### src/rtl/booth_seq_mult.sv
// Sequential radix-4 signed Booth multiplier: one recoded triplet of x per cycle, LSB-first,
// accumulated into a 2W-bit product, with valid/ready handshakes on both sides.

// booth_pp: one radix-4 Booth partial product of y for a triplet (combinational, PIPE=0 form).
// Negative digits return the inverted positive multiple with cpl=1, so sext(pp)+cpl == digit*y.
module booth_pp #(
  parameter int W = 16
) (
  input  logic [2:0]   trip,
  input  logic [W-1:0] y,
  output logic [W:0]   pp,
  output logic         cpl
);
  always_comb begin
    pp  = '0;
    cpl = 1'b0;
    case (trip)
      3'b001, 3'b010: pp = {y[W-1], y};
      3'b011:         pp = {y, 1'b0};
      3'b100: begin
        pp  = ~{y, 1'b0};
        cpl = 1'b1;
      end
      3'b101, 3'b110: begin
        pp  = ~{y[W-1], y};
        cpl = 1'b1;
      end
      default: ;
    endcase
  end
endmodule

// state | meaning
// IDLE  | waiting for an operand pair, in_ready high
// RUN   | one Booth step per cycle, W/2 steps
// DONE  | product presented, waiting for out_ready
module booth_seq_mult #(
  parameter int W = 16
) (
  input  logic           clk,
  input  logic           rst,
  input  logic           in_valid,
  output logic           in_ready,
  input  logic [W-1:0]   x,
  input  logic [W-1:0]   y,
  output logic           out_valid,
  input  logic           out_ready,
  output logic [2*W-1:0] product,
  output logic           busy
);
  localparam int N  = W / 2;
  localparam int SW = $clog2(N);

  typedef enum logic [1:0] {IDLE, RUN, DONE} state_t;

  state_t          state, state_next;
  logic [W-1:0]    xr, yr;
  logic [SW-1:0]   step;
  logic [2*W+1:0]  acc, acc_next, pp_ext, contrib;
  logic [W:0]      xe;
  logic [2:0]      trip;
  logic [W:0]      pp;
  logic            cpl;
  logic            last_step;

  // xr[-1] = 0 is supplied by the appended zero, so triplet i is xe[2i+2:2i]
  assign xe        = {xr, 1'b0};
  assign trip      = xe[{step, 1'b0} +: 3];
  assign last_step = (step == SW'(N - 1));

  booth_pp #(.W(W)) u_pp (
    .trip (trip),
    .y    (yr),
    .pp   (pp),
    .cpl  (cpl)
  );

  assign pp_ext   = {{(W+1){pp[W]}}, pp} + {{(2*W+1){1'b0}}, cpl};
  assign contrib  = pp_ext << {step, 1'b0};
  assign acc_next = acc + contrib;

  assign in_ready = (state == IDLE);
  assign busy     = (state != IDLE);

  always_ff @(posedge clk) begin
    if (rst) state <= IDLE;
    else     state <= state_next;
  end

  always_comb begin
    state_next = state;
    case (state)
      IDLE:    if (in_valid)  state_next = RUN;
      RUN:     if (last_step) state_next = DONE;
      DONE:    if (out_ready) state_next = IDLE;
      default: state_next = IDLE;
    endcase
  end

  always_ff @(posedge clk) begin
    if (rst) begin
      xr        <= '0;
      yr        <= '0;
      acc       <= '0;
      step      <= '0;
      product   <= '0;
      out_valid <= 1'b0;
    end else begin
      case (state)
        IDLE: begin
          if (in_valid) begin
            xr   <= x;
            yr   <= y;
            acc  <= '0;
            step <= '0;
          end
        end
        RUN: begin
          acc <= acc_next;
          if (last_step) begin
            step      <= '0;
            product   <= acc_next[2*W-1:0];
            out_valid <= 1'b1;
          end else begin
            step <= step + 1'b1;
          end
        end
        DONE: begin
          if (out_ready) out_valid <= 1'b0;
        end
        default: ;
      endcase
    end
  end
endmodule

### config.mk
export PLATFORM = sky130hd
export DESIGN_NAME = booth_seq_mult
export DESIGN_NICKNAME = d
export VERILOG_FILES = /design/src/rtl/booth_seq_mult.sv
export SDC_FILE = /design/constraint.sdc
export NUM_CORES = 1
export LEC_CHECK = 0
export BUFFER_PORTS_ARGS = -buffer_cell sky130_fd_sc_hd__buf_2
export CAP_MARGIN = 20
export CORE_ASPECT_RATIO = 1.5
export CORE_MARGIN = 1
export CORE_UTILIZATION = 25
export DETAILED_ROUTE_END_ITERATION = 10
export PLACE_DENSITY = 0.42
export RECOVER_POWER = 25
export SKIP_LAST_GASP = 1
export SYNTH_ARGS = -nofsm -noshare
export SYNTH_HDL_FRONTEND = slang
export SYNTH_SLANG_ARGS = --single-unit
### constraint.sdc
create_clock -name clk -period 7.1 [get_ports clk]
set_input_delay 0.71 -clock clk [delete_from_list [all_inputs] [get_ports clk]]
set_output_delay 0.71 -clock clk [all_outputs]
set_load 0.02 [all_outputs]
After elaboration in Yosys (flattened, before gate mapping)
Cells that the tools add are included.
{"block": "totals", "reg_bits": 104, "elab_cells": 52, "output_inout_bits": 35, "input_bits": 36}
{"block": "op_classes", "n_shift": 2, "n_bitwise": 2, "eq_ne": 12, "add_sub_neg": 3, "n_reduce_logical": 12, "muxes": 14}
{"cell": "$pmux W17 S4", "n": 1}
{"cell": "$pmux W34 S2", "n": 1}
{"cell": "$add A34 B34 Y34", "n": 1}
{"cell": "$mux W34", "n": 1}
{"cell": "$not A17 Y17", "n": 2}
{"cell": "$shl A34 B4 Y34", "n": 1}
{"cell": "$add A17 B2 Y18", "n": 1}
{"cell": "$shiftx A17 B5 Y3", "n": 1}
{"cell": "$eq A3 B3 Y1 const B", "n": 4}
{"cell": "$eq A3 B2 Y1 const B", "n": 2}
{"cell": "$mux W2", "n": 3}
{"cell": "$mux W3", "n": 2}
{"cell": "$ne A2 B2 Y1 const B", "n": 3}
{"cell": "$pmux W2 S3", "n": 1}
{"cell": "$pmux W3 S2", "n": 1}
{"cell": "$reduce_and A2 Y1", "n": 3}
{"cell": "$reduce_and A3 Y1", "n": 2}
{"cell": "$reduce_bool A2 Y1", "n": 3}
{"cell": "$reduce_or A2 Y1", "n": 2}
{"cell": "$add A3 B1 Y3 const B", "n": 1}
{"cell": "$eq A3 B1 Y1 const B", "n": 1}
{"cell": "$mux W1", "n": 3}
{"cell": "$reduce_or A3 Y1", "n": 1}
{"cell": "$eq A2 B1 Y1 const B", "n": 1}
{"cell": "3 further kinds", "n": 3}

Depth between registers and ports, before layout
Gate-level depths: netlist (run 1).
{"block": "logic_depth", "word_depth": 8, "mapped_depth": 27, "ltp_nobuf": 24}

Cells and area by module
A second synthesis (run 1) with hierarchy kept.
{"block": "unflattened", "hier_cells": 939, "area_unflattened_um2": 7264.5}
{"module": "booth_seq_mult", "cells_per_inst": 870, "instances": 1, "area_per_inst_um2": 6658.9, "seq_area_each_um2": 2042.0}
{"module": "booth_pp", "cells_per_inst": 69, "instances": 1, "area_per_inst_um2": 605.6, "seq_area_each_um2": 0.0}

Least setup slack after synthesis (run 1)
Ideal clock, no wire load.
{"block": "synth_path", "path_kind": "register -> register", "start": "register step[1]", "end": "register product[31]", "setup_time_ns": 0.079, "t_arrival_ns": 6.215, "setup_slack_ns": 0.806, "required_time_ns": 7.021, "synth_period_minus_slack_ns": 6.294, "stages_incl_launch_ff": 28, "path_buffers": 4, "path_cell_list": "dfxtp_1 > buf_6 > mux4_2 > mux2i_1 > buf_4 > buf_2 > buf_2 > xnor2_1 > nor2_1 > ha_1 > ha_1 > nand2_1 > nor4_1 > mux2i_1 > nand3_1 > a21boi_1 > mux2i_1 > ha_1 > a21o_1 > a21o_1 > a21oi_1 > nor2_1 > a211oi_1 > a221oi_1 > o31ai_1 > o31a_1 > xnor3_1 > a211oi_2"}
{"block": "synth_via", "elab_chain_cells": 7, "word_cells_on_any_way": 17, "cone_classes": "add/sub: 2; eq/ne: 7; shift: 2; mux: 2; reduce/logical: 4"}
{"item": "start, declared", "line": "58", "source": "logic [SW-1:0] step;"}
{"item": "start signal, assigned", "line": "125", "source": "step <= step + 1'b1;"}
{"item": "$shiftx A17 B5 Y3", "line": "68", "source": "assign trip = xe[{step, 1'b0} +: 3];"}
{"item": "$eq A3 B3 Y1, or another cell as far along", "line": "17", "source": "case (trip)"}
{"item": "$reduce_or A2 Y1, or another cell as far along"}
{"item": "$pmux W17 S4 / $mux W1 (equally long branches)", "line": "17"}
{"item": "$add A17 B2 Y18", "line": "78", "source": "assign pp_ext = {{(W+1){pp[W]}}, pp} + {{(2*W+1){1'b0}}, cpl};"}
{"item": "$shl A34 B4 Y34", "line": "79", "source": "assign contrib = pp_ext << {step, 1'b0};"}
{"item": "$add A34 B34 Y34", "line": "80", "source": "assign acc_next = acc + contrib;"}
{"item": "end signal, assigned", "line": "122", "source": "product <= acc_next[2*W-1:0];"}
{"item": "end, declared", "line": "48", "source": "output logic [2*W-1:0] product,"}
Parallel ways exist; a longest one is shown, timed or not.
A chain may end at the register's enable or synchronous reset.

Worst setup path after layout (run 1)
Same ends and word-level chain as after synthesis.

==> results.md, run 1 <==
Yosys:
- The dominant synthesized flop cell is sky130_fd_sc_hd__dfxtp_1.
- By area the synthesized netlist is led by sky130_fd_sc_hd__dfxtp_1 (28%), sky130_fd_sc_hd__nand2_1 (9.5%), sky130_fd_sc_hd__a21oi_1 (7.4%), sky130_fd_sc_hd__ha_1 (5.9%), sky130_fd_sc_hd__xnor2_1 (4.1%).
- For this run, asynchronously set or reset flops after synthesis account for 0.
- After synthesis, the netlist uses 81 different library cells.
- Each instance of the synthesized netlist takes up on average 7.53 sq um.
- The cell type contributing the most total cell area after synthesis is sky130_fd_sc_hd__dfxtp_1.
- The synthesized netlist occupies a cell area of 0.00739 sq mm.
- The Yosys warning count is 0.
- Of the synthesized area, sequential elements account for 0.276.
- The area share of the largest cell type after synthesis is 0.276.
- Synthesis produced a netlist with a net count of 1,054.
- The synthesized design contains 0 enable-type register cells.
- The number of register bits inferred by synthesis is 102.
- Counting every instance in the synthesized netlist gives 982.

CTS:
- The depth of the CTS H-tree is 3.
- TritonCTS built the clock tree.
- The number of resized instances in the post-cts repair step is 0.
- The number of buffers inserted for hold repair after clock tree synthesis is 0.
- Clock-pin slew was measured on the worst setup and hold paths at 0.08 ns.
- The deepest clock path buffer count is 2.
- The number of clock sinks is 102.
- Post-CTS timing repair inserted 0 buffers for setup.
- The tree is rooted in a sky130_fd_sc_hd__clkbuf_16.
- The worst-skew pair later-pin latency is 0.37 ns.
- The number of clock buffers added by TritonCTS is 9.

Timing:
- Setup repair after global routing left no endpoint under its margin.
- Hold is met by 0.454 ns.
- The time the final worst path needs with I/O delays and setup is 6.49 ns.
- Derived from the worst setup path, the maximum achievable clock frequency is 0.154 GHz.
- The number of pins with negative max-slew slack in the final report is 66.
- The fraction of the cycle the final worst path needs is 0.914.
- Setup violations remaining at the end of the flow were counted as 0.
- The total negative setup slack is 0 ns.
- Between clock sinks in the finished design, the worst skew comes to 0.0121 ns.
- The worst-case headroom to the max-slew limit is -1.16.
- For the pin with the worst max-slew slack, the measured transition is 3.24 ns.
- The final number of hold-violating endpoints was 0.
- The final worst-path setup slack is 0.610 ns.

Drt:
- After detailed routing, the number of remaining DRC violations is 0.
- The antenna violation net count after detailed routing is 0.
- For this block, the routed nets add up to 23.5 mm of wire.
- The detailed router finished its first iteration with 379 violations.
- The detailed-route wire length per cell is 16.8 um.
- The first detailed-routing pass took 5 iterations.
- The routed via count is 7,038.
- The via-per-instance ratio is 5.01.

Power:
- Of the total power, the share spent switching nets is 0.329.
- Of the total power, the clock network draws 0.343.
- The fraction of power consumed by combinational cells is 0.254.
- The analysis attributes to net switching a power of 505 uW.
- The power density relative to cell area is 183 mW/mm^2.
- The leakage component of the power is 0.00308 uW.
- The total power is 1540 uW.
- IR analysis of the VDD net gives a maximum drop of 114 uV.
- The power share of the sequential group is 0.403.
- The cell-internal power is 1030 uW.

Place:
- The number of buffers inserted by port buffering is 70.
- Detailed placement finished with a half-perimeter wire length of 17.6 mm.
- Including well taps, the total number of placed cells is 1,389.
- Prior to clock tree synthesis, the placed netlist has a worst setup slack of 0.285 ns.
- Routability-driven placement finished with a final weighted congestion of 0.854.

Layout:
- The signed area change from the synthesized netlist to the final layout is 13.2%.
- In the layout the commonest cells are sky130_fd_sc_hd__nand2_1 (187), sky130_fd_sc_hd__a21oi_1 (110), sky130_fd_sc_hd__dfxtp_1 (101).
- The layout net count is 1,082.
- The fraction of final layout cells with drive strength greater than 1 is 0.112.
- The finished layout holds 1,404 standard cells, fillers aside.
- The commonest non-fill, non-tap cell in the layout is sky130_fd_sc_hd__nand2_1.
- 0 antenna diodes ended up in the layout.

Outcome:
- The checks that failed: capacitance limit, slew limit.
- The run finished, with violations left.

Flow run:
- The number of maximum-capacitance constraint violations is 1.

Worst setup path:
- STA classifies the critical path startpoint as a flip-flop.
- The signal arrival time at the worst endpoint is 6.78 ns.
- The type of the worst setup path is reg -> reg.
- The signal on the critical path passes through buf_4 > mux2i_1 > mux4_2 > nor3_4 > buf_4 > nand3_1 > a31o_1 > nor4_1 > mux2i_1 > nand3_1 > a21boi_1 > mux2i_1 > ha_1 > a21o_1 > a21o_1 > a21oi_1 > nor2_1 > a211oi_1 > a221oi_1 > o31ai_2 > o31a_1 > xnor3_1 > a211oi_2.
- Among the stages of the critical path, the cell type that occurs most often is sky130_fd_sc_hd__mux2i_1.
- The slowest cell on the critical path is sky130_fd_sc_hd__mux4_2.
- The kind of capture point of the worst setup path is a flip-flop.
- The largest stage delay on the critical path is 0.61 ns.
- The worst path required time is 7.39 ns.
- The maximum net fanout on the critical path is 30.

Global route:
- The number of global-route vias before repair came to 6,919.
- The number of antenna violations at the first check in global routing was 0.
- The maximum number of pins on one net before global-route repair is 69.
- The remaining global-route overflow is 0.
- The first global-routing pass estimated 37.5 mm of wire.
- The aggregate global-route resource usage is 0.161.

Floorplan:
- The number of I/O pins is 71.
- The placeable core region is 0.0289 sq mm.
- The initial core utilization is 0.256.
- The number of placement rows is 76.
- The die is 213 um tall.
- The die span in x is 142 um.
- The total die area is 0.0303 sq mm.

Hold path:
- In this run the worst hold path is classified as reg -> reg.
## state kept, by name (all words and copies together) (netlist names)
signal	flops
state	2
step	3
product	32
acc	32
yr	16
xr	16
out_valid	1
## Yosys cell counts (15+ instances only)
library cell and number:
sky130_fd_sc_hd__nor2_1 67, sky130_fd_sc_hd__a211oi_1 15, sky130_fd_sc_hd__dfxtp_1 102, sky130_fd_sc_hd__ha_1 35, sky130_fd_sc_hd__o21ai_0 35, sky130_fd_sc_hd__xnor2_1 35, sky130_fd_sc_hd__nand3_1 51, sky130_fd_sc_hd__nor4_1 16
sky130_fd_sc_hd__a21oi_1 110, sky130_fd_sc_hd__inv_1 16, sky130_fd_sc_hd__nand2_1 188, sky130_fd_sc_hd__clkbuf_1 50, sky130_fd_sc_hd__nor3_1 18, sky130_fd_sc_hd__a21o_1 15, sky130_fd_sc_hd__mux2i_1 23
## power groups by stage
stage          logic [uW]  clock network [uW]  registers [uW]
6_report              390                 526             619
5_1_grt               432                 568             622
4_1_cts               394                 551             619
3_5_place_dp          392                   0             633
3_3_place_gp          394                   0             633
2_1_floorplan         288                   0             617
## layer usage
metal  up-vias  global-route usage  part of all wire
met3        43              0.0227             0.024
met2       110               0.299              0.52
met5         -                   0                 0
met4         0              0.0723             0.034
met1      3305               0.180              0.42
li1       3580                   -                 -
## worst paths after layout
check / from / end / slack (ns) / cells after the start
max reg2reg: step[1]$_SDFFE_PP0P_ / product[31]$_SDFFE_PP0P_ / 0.61 / 23
min: product[19]$_SDFFE_PP0P_ / product[19]$_SDFFE_PP0P_ / 0.45 / 2
min reg2reg: product[19]$_SDFFE_PP0P_ / product[19]$_SDFFE_PP0P_ / 0.45 / 2
max: step[1]$_SDFFE_PP0P_ / product[31]$_SDFFE_PP0P_ / 0.61 / 23
## cell families after synthesis
kind of cell             after synthesis  synth area share
flip-flops                           102             0.276
adder cells (fa/ha/maj)               36            0.0619
AND/OR/NAND/NOR                      407             0.259
AO/OA/AOI/OAI                        264             0.230
XOR/XNOR                              47            0.0585
buffers and inverters                 90            0.0508
multiplexers                          36            0.0636
## area by class of cell
type	instances	area, sq um
clock buffer	11	253
timing repair buffer	89	450
sequential	102	2040
clock inverter	4	55.1
fill	3237	20500
tap	390	488
inverter	18	67.6
multi-input combinational	790	5020
## worst max-delay path: cells and delay by family, from the launching register on
family | cells | cell delay [ns]
buffers and inverters | 2 | 0.64
adder cells (fa/ha/maj) | 1 | 0.29
multiplexers | 4 | 1.16
AO/OA/AOI/OAI | 10 | 2.51
AND/OR/NAND/NOR | 5 | 1.08
flip-flops | 1 | 0.49
XOR/XNOR | 1 | 0.24
## through the flow
step / cell area [sq um] / util
2_1_floorplan: 7390 / -
3_3_place_gp: 8100 / 0.280
3_5_place_dp: 8100 / 0.280
4_1_cts: 8410 / 0.291
5_1_grt: 8370 / 0.290
6_report: 8370 / 0.290
No activity file was read; power rests on OpenSTA's default activity.
==> inputs of run 2 (changes only) <==
--- a/config.mk
+++ b/config.mk
@@ -11,7 +11,7 @@
 export CORE_MARGIN = 1
 export CORE_UTILIZATION = 25
 export DETAILED_ROUTE_END_ITERATION = 10
-export PLACE_DENSITY = 0.42
+export PLACE_DENSITY = 0.44
 export RECOVER_POWER = 25
 export SKIP_LAST_GASP = 1
 export SYNTH_ARGS = -nofsm -noshare
==> constraint.sdc (replaced) <==
create_clock -name clk -period 5.4 [get_ports clk]
set_input_delay 0.54 -clock clk [delete_from_list [all_inputs] [get_ports clk]]
set_output_delay 0.54 -clock clk [all_outputs]
set_load 0.02 [all_outputs]
==> run 2 against run 1 <==
Against the previous run:
- the run ends with setup timing left
- clock power up 27%
- count of clock-buffer cells in the layout fell by 1
- combinational power rose by 110%
- clock skew up 0.0076 ns
- hold slack lost 0.055 ns
- largest power group unchanged
- fmax is 14% higher
- via count rose by 12%
- design area is 30% higher
- total power increased by 49%
- highest routed layer unchanged
- die area unchanged
==> results.md, run 2 (same netlist as run 1, synthesis figures left out) <==
Outcome:
- The flow ran to the end, but the final reports show violations.
- The checks that failed: setup timing.

Power:
- The power spent charging and discharging nets is 779 uW.
- VDD sags by at most 182 uV.
- Of the total power, the share spent switching nets is 0.341.
- The power density relative to cell area is 210 mW/mm^2.
- The clock network fraction of total power is 0.293.
- The leakage component of the power is 0.00434 uW.
- The fraction of power consumed by combinational cells is 0.351.
- Of the total power, registers draw 0.357.
- The cell-internal power is 1500 uW.

Worst setup path:
- At the worst endpoint, the arrival time is 6.00 ns.
- In this run the register-to-register setup slack is -0.30 ns.
- The number of buffer and inverter instances along the worst setup path is 6.
- The worst register-to-register path ends at acc[29]$_SDFFE_PP0P_.
- The worst path required time is 5.70 ns.
- The maximum net fanout on the critical path is 8.
- In this run the critical register-to-register path is launched from step[1]$_SDFFE_PP0P_.
- The cell type with the highest occurrence count on the critical path is sky130_fd_sc_hd__buf_4.
- On the critical path, the stage with the largest delay is an instance of sky130_fd_sc_hd__dfxtp_4.
- The kind of cell with the highest combined delay along the critical path is compound AO/OA/AOI/OAI gates.
- The worst register-to-register path has a depth of 25.
- By startpoint and endpoint, the worst setup path is classified as reg -> reg.
- The largest stage delay on the critical path is 0.43 ns.
- The kind of capture point of the worst setup path is a flip-flop.
- The worst setup path is launched from a flip-flop.

Layout:
- The library cells used most frequently in the layout, excluding fill and tap cells, are sky130_fd_sc_hd__buf_4 (210), sky130_fd_sc_hd__nand2_1 (183), sky130_fd_sc_hd__dfxtp_1 (101).
- In the final layout, the share of cells above drive strength 1 is 0.360.
- The final antenna diode count is 0.
- For this run, the post-layout net count is 1,289.
- The utilization after layout is 0.375.
- Compared with the post-synthesis result, the final layout area differs by 46.8%.
- The fill cell instance count of the final layout is 3,105.
- The final design area excluding fillers is 0.0109 sq mm.
- The commonest non-fill, non-tap cell in the layout is sky130_fd_sc_hd__buf_4.
- In the final layout, the registers with the most flip-flops are acc (32), product (32).

Place:
- The number of buffers inserted by port buffering is 70.
- The final weighted congestion in routability-driven placement is 0.871.
- The final HPWL from detailed placement is 18.7 mm.
- Summing all placed instances gives a cell area of 0.00934 sq mm.

Drt:
- After detailed routing, the total wire length is 26.0 mm.
- In the final routed layout, each cell accounts on average for 16.2 um.
- In the routed design, unresolved DRC markers number 0.
- The routed via count is 7,858.
- For this block, the initial DRC count from the detailed router was 292.
- The first TritonRoute pass finished after 5 iterations.
- In the routed layout, each cell is associated on average with a via count of 4.87.
- Once detail routing completed, the nets flagged for antenna violations numbered 0.

Timing:
- The transition time at the pin with the least slew margin is 0.883 ns.
- The final number of hold-violating endpoints is 0.
- The peak clock frequency supported by timing is 0.175 GHz.
- Setup repair after global routing could not meet its margin everywhere.
- The final worst-path setup slack is -0.301 ns.
- The total negative setup slack is -2.97 ns.
- The worst-case headroom to the max-slew limit is 0.410.
- The final setup skew is 0.0198 ns.
- The setup violation total in the final timing report is 23.
- The fraction of the cycle the final worst path needs is 1.06.
- The number of pins with negative max-slew slack in the final report came to 0.
- The routed design could run at a clock period as short as 5.70 ns.
- Hold is met by 0.399 ns.

Floorplan:
- The die covers 0.0303 sq mm.
- The floorplan step set the die width to 142 um.
- After floorplanning, the core was divided into 76 placement rows.
- The height of the chip is 213 um.
- The placeable core region is 0.0289 sq mm.
- The initial utilization of the core area, before any placement, comes to 0.256.
- During I/O placement, the number of pins put on the boundary was 71.

CTS:
- In this run the deepest clock path goes through 2 buffers.
- The clock drives 102 sinks.
- The clock input transition at the sequential cells of the worst setup and hold paths is 0.08 ns.
- For the worst-skew pair, the clock arrives at the later sink with an insertion delay of 0.38 ns.
- The clock buffer count from CTS is 9.
- The CTS root buffer is sky130_fd_sc_hd__clkbuf_16.
- TritonCTS built the clock tree.
- The depth of the CTS H-tree is 3.

Global route:
- The remaining global-route overflow is 0.
- Entering global routing, the biggest net connects 67 pins.
- The number of global-route vias before repair came to 7,862.
- The number of antenna violations at the first check in global routing is 0.
- The global-route wire length before repair is 41.1 mm.
- The aggregate global-route resource usage is 0.176.

Hold path:
- The worst hold path cell count is 3.
- The hold path endpoint is xr[7]$_SDFFE_PP0P_.
- In this run the most critical hold path is launched from x[7].
- In this run the worst hold path is classified as in -> reg.

Flow run:
- Across the run, the number of max-cap violations was 0.
[run 2: stage by stage]
| stage | setup WS (ns) | total power (uW) | instances |
|---|---|---|---|
| 2_1_floorplan | 0.00924 | 1200 | 982 |
| 3_3_place_gp | -0.665 | 1490 | 1541 |
| 3_5_place_dp | -0.714 | 1490 | 1541 |
| 4_1_cts | -0.398 | 2240 | 1599 |
| 5_1_grt | -0.656 | 2410 | 1612 |
| 6_report | -0.301 | 2280 | 1612 |
[run 2: timing repair]
| item | in CTS | in global routing |
|---|---|---|
| endpoints found under the hold margin | 0 | 0 |
| resized for setup | 65 | 94 |
| setup endpoints to repair | 40 | 43 |
| hold buffers | 0 | 0 |
| cloned | 1 | 0 |
| pin swaps | 38 | 50 |
| buffers inserted | 42 | 22 |
[run 2: routing by layer]
metal,up-vias,track usage,share of wire,wire [um]
met5,-,0,0,0
met4,0,0.0871,0.040,1040
met3,48,0.0214,0.022,572
met2,116,0.333,0.54,14000
met1,3705,0.189,0.40,10500
li1,3989,-,-,-
[run 2: final cells by class]
cell class,count,area (sq um),area share
timing repair buffer,295,2100,0.193
inverter,18,67.6,0.00623
clock inverter,6,53.8,0.00496
clock buffer,10,239,0.0220
tap,390,488,0.0450
multi-input combinational,791,5860,0.540
sequential,102,2050,0.189
[run 2: worst max-delay path by stage]
stage	cells past startpoint	slack (ns)	to	start
after floorplan	27	0.009	product[31]$_SDFFE_PP0P_	step[1]$_SDFFE_PP0P_
after global placement	26	-0.67	acc[29]$_SDFFE_PP0P_	step[1]$_SDFFE_PP0P_
after detailed placement	25	-0.71	acc[28]$_SDFFE_PP0P_	step[1]$_SDFFE_PP0P_
after CTS	25	-0.40	product[31]$_SDFFE_PP0P_	step[1]$_SDFFE_PP0P_
after global routing	26	-0.66	acc[29]$_SDFFE_PP0P_	step[1]$_SDFFE_PP0P_
final	25	-0.30	acc[29]$_SDFFE_PP0P_	step[1]$_SDFFE_PP0P_
[run 2: worst reg2reg max path: cells and delay by family (launching register included)]
family | cells | cell delay [ns]
adders and majority gates | 1 | 0.29
muxes | 2 | 0.67
buffers and inverters | 6 | 0.90
DFF | 1 | 0.43
AOI/OAI and AO/OA | 8 | 1.70
and+or+nand+nor | 8 | 1.65
[run 2: power by group through the flow]
stage | Clock, uW | Sequential (uW) | Combinational [uW]
5_1_grt | 723 | 819 | 868
3_5_place_dp | 0 | 829 | 659
4_1_cts | 698 | 813 | 726
3_3_place_gp | 0 | 829 | 660
2_1_floorplan | 0 | 811 | 389
6_report | 668 | 814 | 801
